===== src/rtl/onion_timer_multi.sv =====
// Multi-channel period timer: shared prescaler, per-channel one-shot/periodic counters,
// sticky expiry flags and a masked interrupt. Define ONION_TIMER_CHAIN_EN to enable channel cascading.
module onion_timer_multi #(
   parameter int WIDTH      = 32,
   parameter int NUM_CH     = 4,
   parameter int PRESCALE_W = 8
) (
   input  logic                      clk,
   input  logic                      reset,
   input  logic [NUM_CH*WIDTH-1:0]   period_i,
   input  logic [NUM_CH-1:0]         enable_i,
   input  logic [NUM_CH-1:0]         mode_i,
   input  logic [NUM_CH-1:0]         restart_i,
   input  logic [NUM_CH-1:0]         status_clr_i,
   input  logic [NUM_CH-1:0]         irq_en_i,
   input  logic [NUM_CH-1:0]         chain_i,
   input  logic [PRESCALE_W-1:0]     prescale_i,
   output logic [NUM_CH*WIDTH-1:0]   count_o,
   output logic [NUM_CH-1:0]         tick_o,
   output logic [NUM_CH-1:0]         expired_o,
   output logic                      irq_o,
   output logic                      dbg_o
);

   typedef enum logic [1:0] {
      ST_IDLE = 2'd0,
      ST_RUN  = 2'd1,
      ST_DONE = 2'd2
   } state_t;

   state_t                  state_q   [NUM_CH];
   state_t                  state_d   [NUM_CH];
   logic [WIDTH-1:0]        count_q   [NUM_CH];
   logic [WIDTH-1:0]        count_d   [NUM_CH];
   logic [PRESCALE_W-1:0]   pre_ctr_q;
   logic [PRESCALE_W-1:0]   pre_ctr_d;
   logic [NUM_CH-1:0]       tick_q;
   logic [NUM_CH-1:0]       expired_q;
   logic [NUM_CH-1:0]       expired_d;
   logic                    irq_q;
   logic                    irq_d;
   logic                    any_en_s;
   logic                    tick_en_s;
   logic [NUM_CH-1:0]       adv_s;
   logic [NUM_CH-1:0]       expire_s;

`ifdef ONION_TIMER_CHAIN_EN
   logic                    chain_prev_s;
`else
   logic                    unused_chain_s;
   assign unused_chain_s = ^chain_i;
`endif

   // Shared prescaler; >= compare lets a lowered prescale_i wrap immediately.
   always_comb begin
      any_en_s  = |enable_i;
      tick_en_s = any_en_s && (pre_ctr_q >= prescale_i);
      if (!any_en_s) begin
         pre_ctr_d = {PRESCALE_W{1'b0}};
      end else if (tick_en_s) begin
         pre_ctr_d = {PRESCALE_W{1'b0}};
      end else begin
         pre_ctr_d = pre_ctr_q + PRESCALE_W'(1'b1);
      end
   end

   // Per-channel FSM: enable=0 beats restart, restart beats expiry, expiry beats increment.
   always_comb begin
      expire_s = {NUM_CH{1'b0}};
      adv_s    = {NUM_CH{1'b0}};
`ifdef ONION_TIMER_CHAIN_EN
      chain_prev_s = 1'b0;
`endif
      for (int k = 0; k < NUM_CH; k++) begin
         state_d[k] = state_q[k];
         count_d[k] = count_q[k];
`ifdef ONION_TIMER_CHAIN_EN
         // A chained channel counts expiries of its lower neighbour instead of prescaler ticks.
         if ((k != 0) && chain_i[k]) begin
            adv_s[k] = chain_prev_s;
         end else begin
            adv_s[k] = tick_en_s;
         end
`else
         adv_s[k] = tick_en_s;
`endif
         if (!enable_i[k]) begin
            state_d[k] = ST_IDLE;
            count_d[k] = {WIDTH{1'b0}};
         end else begin
            case (state_q[k])
               ST_IDLE: begin
                  state_d[k] = ST_RUN;
                  count_d[k] = {WIDTH{1'b0}};
               end
               ST_RUN: begin
                  if (restart_i[k]) begin
                     count_d[k] = {WIDTH{1'b0}};
                  end else if (adv_s[k]) begin
                     if (count_q[k] >= period_i[k*WIDTH +: WIDTH]) begin
                        expire_s[k] = 1'b1;
                        if (mode_i[k]) begin
                           count_d[k] = {WIDTH{1'b0}};
                        end else begin
                           state_d[k] = ST_DONE;
                        end
                     end else begin
                        count_d[k] = count_q[k] + WIDTH'(1'b1);
                     end
                  end else begin
                     count_d[k] = count_q[k];
                  end
               end
               ST_DONE: begin
                  if (restart_i[k]) begin
                     state_d[k] = ST_RUN;
                     count_d[k] = {WIDTH{1'b0}};
                  end else begin
                     state_d[k] = ST_DONE;
                  end
               end
               default: begin
                  state_d[k] = ST_IDLE;
                  count_d[k] = {WIDTH{1'b0}};
               end
            endcase
         end
`ifdef ONION_TIMER_CHAIN_EN
         chain_prev_s = expire_s[k];
`endif
      end
   end

   // Sticky status (set wins over clear) and registered interrupt.
   always_comb begin
      expired_d = expire_s | (expired_q & ~status_clr_i);
      irq_d     = |(expired_q & irq_en_i);
   end

   // State, counter and output registers.
   always_ff @(posedge clk or negedge reset) begin
      if (!reset) begin
         pre_ctr_q <= {PRESCALE_W{1'b0}};
         tick_q    <= {NUM_CH{1'b0}};
         expired_q <= {NUM_CH{1'b0}};
         irq_q     <= 1'b0;
         for (int k = 0; k < NUM_CH; k++) begin
            state_q[k] <= ST_IDLE;
            count_q[k] <= {WIDTH{1'b0}};
         end
      end else begin
         pre_ctr_q <= pre_ctr_d;
         tick_q    <= expire_s;
         expired_q <= expired_d;
         irq_q     <= irq_d;
         for (int k = 0; k < NUM_CH; k++) begin
            state_q[k] <= state_d[k];
            count_q[k] <= count_d[k];
         end
      end
   end

   // Flatten counters onto the output bus.
   always_comb begin
      count_o = {(NUM_CH*WIDTH){1'b0}};
      for (int k = 0; k < NUM_CH; k++) begin
         count_o[k*WIDTH +: WIDTH] = count_q[k];
      end
   end

   assign tick_o    = tick_q;
   assign expired_o = expired_q;
   assign irq_o     = irq_q;
   assign dbg_o     = tick_q[0];

endmodule

===== config.mk =====
export PLATFORM = sky130hd
export DESIGN_NAME = onion_timer_multi
export DESIGN_NICKNAME = d
export VERILOG_FILES = /design/src/rtl/onion_timer_multi.sv
export SDC_FILE = /design/constraint.sdc
export NUM_CORES = 1
export LEC_CHECK = 0
export BUFFER_PORTS_ARGS = -buffer_cell sky130_fd_sc_hd__buf_2
export CORE_ASPECT_RATIO = 1.2
export CORE_UTILIZATION = 55
export CTS_BUF_LIST = sky130_fd_sc_hd__clkbuf_4 sky130_fd_sc_hd__clkbuf_8 sky130_fd_sc_hd__clkbuf_16
export CTS_CLUSTER_SIZE = 24
export DETAILED_ROUTE_END_ITERATION = 6
export PLACE_DENSITY = 0.94
export SETUP_SLACK_MARGIN = 0.2
export SLEW_MARGIN = 20
export SYNTH_ARGS = -nofsm -noshare
export SYNTH_HDL_FRONTEND = slang
export SYNTH_SLANG_ARGS = --single-unit

===== constraint.sdc =====
create_clock -name clk -period 3.4 [get_ports clk]
set_input_delay 0.34 -clock clk [delete_from_list [all_inputs] [get_ports clk]]
set_output_delay 0.34 -clock clk [all_outputs]
set_load 0.005 [all_outputs]

Word level (Yosys, flattened, before mapping)
Cells that the tools add are included.
- add/sub/neg operators: 5
- multipliers: 0
- divide/modulo/power cells: 0
- order comparisons: 5
- eq/ne operators: 36
- shift-type cells: 0
- muxes and demuxes: 78
- bitwise operators: 4
- reductions and logical operators: 15
- operators by type and width (operator ; number):
    32-bit two-way mux ; 24
    32-bit one-hot mux with 2 select lines ; 4
    32-bit by 1-bit adder with 32-bit output (second input constant) ; 4
    32-bit >= comparator ; 4
    3-bit inequality test (second input constant) ; 20
    2-bit two-way mux ; 24
    2-bit one-hot mux with 3 select lines ; 4
    1-bit two-way mux ; 20
    5-bit inequality test (second input constant) ; 4
    8-bit two-way mux ; 2
    4-bit inequality test (second input constant) ; 4
    4-bit AND reduction ; 4
    3-bit AND reduction ; 4
    8-bit by 1-bit adder with 8-bit output (second input constant) ; 1
    4-bit bitwise AND ; 2
    2-bit by 1-bit equality test with 1-bit output (second input constant) ; 4
    2-bit equality test (second input constant) ; 4
    8-bit >= comparator ; 1
    2-bit logical NOT ; 4
    4-bit OR reduction ; 2
    4-bit inverter ; 1
    4-bit bitwise OR ; 1
    1-bit logical AND ; 1
- register bits: 153
- bits in latches: 0
- bits in writable memories: 0
- ROM bits: 0
- memories: 0

Longest topological paths before layout
- depth in word-level cells: 7
- mapped depth: 12

Least setup slack after synthesis
No wires, ideal clock.
- kind: register to register
- start: reg count_q, in the netlist count_o[98]
- end: reg count_q, in the netlist count_o[124]
- library setup time: 126 ps
- arrival: 2499 ps
- required time: 3274 ps
- setup slack: 775 ps
- stages on the path, launching flop included: 10
- path buffers: 1
- clock period less this slack: 2625 ps
- path through: dfrtp_1 -> ha_1 -> a211o_1 -> a31oi_1 -> o221ai_1 -> a221oi_1 -> nand2_1 -> a221o_1 -> buf_2 -> a221o_1
- longest elaborated chain between the ends: 6
- elaborated cells between the ends (all ways): 9
- classes of those cells: add/sub: 1; order compare: 1; eq/ne: 1; mux: 5; reduce/logical: 1
- RTL lines (item ; line ; RTL):
    start: declaration ; 33 ; logic [WIDTH-1:0] count_q [NUM_CH];
    start signal: indexed assignment ; 149 ; count_q[k] <= {WIDTH{1'b0}};
    start signal: indexed assignment ; 158 ; count_q[k] <= count_d[k];
    32-bit by 1-bit adder with 32-bit output or 32-bit >= comparator (tied branches) ; 108, 100 ;
    32-bit two-way mux ; 100 ; if (count_q[k] >= period_i[k*WIDTH +: WIDTH]) begin
    32-bit two-way mux ; 99 ; end else if (adv_s[k]) begin
    32-bit two-way mux ; 97 ; if (restart_i[k]) begin
    32-bit one-hot mux with 2 select lines ; 91 ; case (state_q[k])
    32-bit two-way mux ; 87 ; if (!enable_i[k]) begin
Several ways; a longest one is shown, not always the timed one. The select of a mux whose other input is x is not followed.
A chain may end at the register's enable or synchronous reset.

Worst setup path after layout
- start: reg count_q, in the netlist count_o[19]
- end: reg count_q, in the netlist count_o[11]
- longest elaborated chain between the ends: 6
- elaborated cells between the ends (all ways): 8
- classes of those cells: order compare: 1; eq/ne: 1; mux: 5; reduce/logical: 1
- RTL lines (item ; line):
    32-bit >= comparator (*) ; 100
    32-bit two-way mux ; 100
    32-bit two-way mux ; 99
    32-bit two-way mux ; 97
    32-bit one-hot mux with 2 select lines ; 91
    32-bit two-way mux ; 87
Mark *: on every way between the ends. The rest lies on a longest branch, timed or not. The select of a mux whose other input is x is not followed.

==> run_results.csv <==
group,metric,value,unit
critical_path,cp_data_required_time,3700,ps
timing,worst_slew_margin_rel,40.83,%
global_route,grt_pass1_wl,51740,um
route,route.detailed.vias_per_inst,5.970,
clock_network,clkLatencyLatePin,430,ps
finish,areaGrowthSynthToFinish,22.23,%
finish,layout_common_cells,"buf_2 (294), inv_1 (171), dfrtp_1 (153), ha_1 (141), nand2_1 (129)",
finish,multi_input_area,6904,um^2
global_route,via_count_of_the_first_global_routing_pass,11320,
timing,worst_clock_skew,14.17,ps
floorplanning,design.core.area,20400,um^2
finish,layout.area.seq,3829,um^2
timing,setup-tns-final,0,ps
timing,setup-violations-final,0,
yosys,synthDistinctLibCells,73,
global_route,number_of_antenna_violations_at_the_first_check_in_global_routing,4,
route,drtAntennaViolNets,0,
floorplanning,row_count,57,
yosys,yosys_most_used_dff,"dfrtp_1",
placed_design,place.gp.congestion,0.8756,
timing,timing.fmax,0.3304,GHz
route,wl_per_cell,15.92,um
route,detailroute.via_count,11880,
clock_network,max-clock-path-buffers,2,
placed_design,placement.io_buffers,295,
timing,drv_slew,0,
floorplanning,start_util,56.45,%
power_and_ir_drop,power-per-cell-area,305.0,nW/um^2
power_and_ir_drop,power.ir.vdd_worst,0.3165,mV
yosys,synth_enable_flop_cells,0,
floorplanning,die-width,134.1,um
yosys,synth.largest_area_cell,"dfrtp_1",
floorplanning,die_boundary_height,160.5,um
finish,drive_above_1_share,23.08,%
route,drt_wl_total,31680,um
outcome,failing_checks,"negative hold slack",
critical_path,criticalPathCategory,"reg -> reg",
timing,worst_pin_slew,875.6,ps
clock_network,postCtsHoldBufs,0,
global_route,grt_util_met1,34.79,%
timing,fin_crit,3026,ps
yosys,synthArstFlopShare,100.0,%
route,detailedRoute.firstPassIterationCount,7,
clock_network,cts.htree.levels,4,
timing,hold-worst-slack,-18.49,ps
outcome,outcome,"finished, violations left",
finish,nNetsFinal,2010,
yosys,synth_seq_area_share,33.25,%
finish,filler_cell_count,1568,
global_route,global_route.usage.total,29.18,%
timing,finalHoldViolCount,10,
floorplanning,total_i_o_pin_count,300,
floorplanning,floorplan.die_area,21520,um^2
yosys,top_area_cells_in_the_synthesized_netlist,"dfrtp_1 (33%), ha_1 (15%), inv_1 (5.6%)",
global_route,grt_start_max_net_pins,92,
placed_design,post-dp-hpwl,23980,um
timing,fin_crit_sh,89.01,%
critical_path,critPathCaptureType,"flop",
power_and_ir_drop,fin_total_pwr,4.292,mW
finish,final_common_cell,"buf_2",
worst_hold_path,min_path_type,"in -> async",
clock_network,cts_tree,"built",
run,max_cap_violations,0,
clock_network,path_clk_slew,70,ps
critical_path,crit_path_start_kind,"flop",
clock_network,clock_buffers_created_by_tritoncts,17,
global_route,groute.layer.met3.usage,4.040,%
yosys,netlist_area,11510,um^2
critical_path,critPathArrivalTime,3330,ps
route,drc,0,
yosys,synthCells,1394,
clock_network,clock-sinks,153,
global_route,grt.overflow.total,0,
clock_network,cts-root-buf,"clkbuf_16",
yosys,ys_warn_count,0,
route,first_iter_violations,778,
critical_path,largest_fanout_on_the_critical_path,24,
yosys,syn_area_per_cell,8.259,um^2
yosys,synth_top_area_share,33.25,%
timing,rsz_0062_raised_after_global_routing,"no",
global_route,gr-max-usage-layer,"met2",
global_route,globalRouteMet2Util,52.12,%
yosys,postSynthNetCount,1697,
yosys,yosys_register_bits,153,
power_and_ir_drop,power.leakage,7.588,nW
logic make-up after synthesis:
logic type / synth area share [%]
muxes: 0.6086
DFF: 33.25
AOI/OAI and AO/OA: 18.81
and+or+nand+nor: 22.96
adders and majority gates: 15.32
xor gates and xnor gates: 1.902
buffers and inverters: 7.140
worst paths after layout:
check / from / to / slack, ps / cells past startpoint
worst min-delay path: reset / count_o[108] / -20 / 1
worst max register to register: count_o[19] / count_o[11] / 370 / 10
worst max-delay path: count_o[19] / count_o[11] / 370 / 10
min in group clk: status_clr_i[3] / expired_o[3] / 100 / 2
max in group asynchronous: reset / count_o[68] / 2550 / 2
worst min register to register: state_q[6] / state_q[6] / 460 / 1
per-stage QoR:
step / instance area [um^2] / cells / setup slack [ps] / hold WS [ps] / utilization, %
after floorplan: 11510 / 1394 / 775.0 / 44.41 / -
after global placement: 13460 / 1951 / 415.1 / 445.1 / 65.97
after detailed placement: 13460 / 1951 / 300.1 / 455.2 / 65.97
after CTS: 14030 / 1983 / 275.8 / 20.58 / 68.80
after global routing: 14070 / 1990 / 198.6 / 44.88 / 69.00
final: 14070 / 1990 / 373.7 / -18.49 / 69.00
cell usage after synthesis, types with 6 or more instances:
cell type  instances
or4_1             13
o21ai_1           54
ha_1             141
o31ai_1           13
a21oi_1           98
nand4_1           37
and2_1            11
clkbuf_1          14
dfrtp_1          153
nor4_1             8
o21ai_0           63
o211ai_1          11
a211oi_1           8
a31oi_1           30
nand3_1           91
a41oi_1            6
nor3_1            15
mux2i_1            7
inv_1            171
nand2b_1           9
xor2_1            23
nor2_1            87
nand2_1          130
buf_2             18
or3_1             32
and3_1            44
a21o_1            12
o21a_1             8
flip-flops by register name (all words and copies together), names as in the netlist:
name / count
pre_ctr_q: 8
state_q: 8
count_o: 128
irq_o: 1
expired_o: 4
tick_o: 4
cell type report:
class                           count  area share [%]
Clock buffer                       20           3.272
Inverter                          171           4.561
Clock inverter                     12          0.8268
Sequential cell                   153           27.20
Tap cell                          265           2.356
Antenna cell                        5         0.08890
Multi-Input combinational cell   1033           49.06
Timing Repair Buffer              331           12.63
power breakdown:
group	internal (mW)	switching (mW)
Combinational	0.227	0.301
Clock	1.06	0.799
Sequential	1.86	0.0467
Total	3.15	1.15
metal layers:
metal / vias up / wire, um / share of wire [%]
met4: 0 / 954 / 3.0
met5: - / 0 / 0
met3: 87 / 1678 / 5.3
met1: 5636 / 12580 / 40
li1: 5659 / - / -
met2: 498 / 16460 / 52
timing repair:
action                                  in CTS  in global routing
gates resized for setup                      0                  4
setup buffers                                0                  2
endpoints found under the setup margin       0                 27
critical path, cell delays in order, from the launching register on:
cell	delay, ps
dfrtp_1	450
ha_1	340
nand4_1	140
nor4_1	420
nand2_1	110
o21ai_1	330
o21ai_1	250
nand2b_4	250
o31ai_4	320
buf_12	210
nor2_1	80
(Power assumes the default switching activity.)
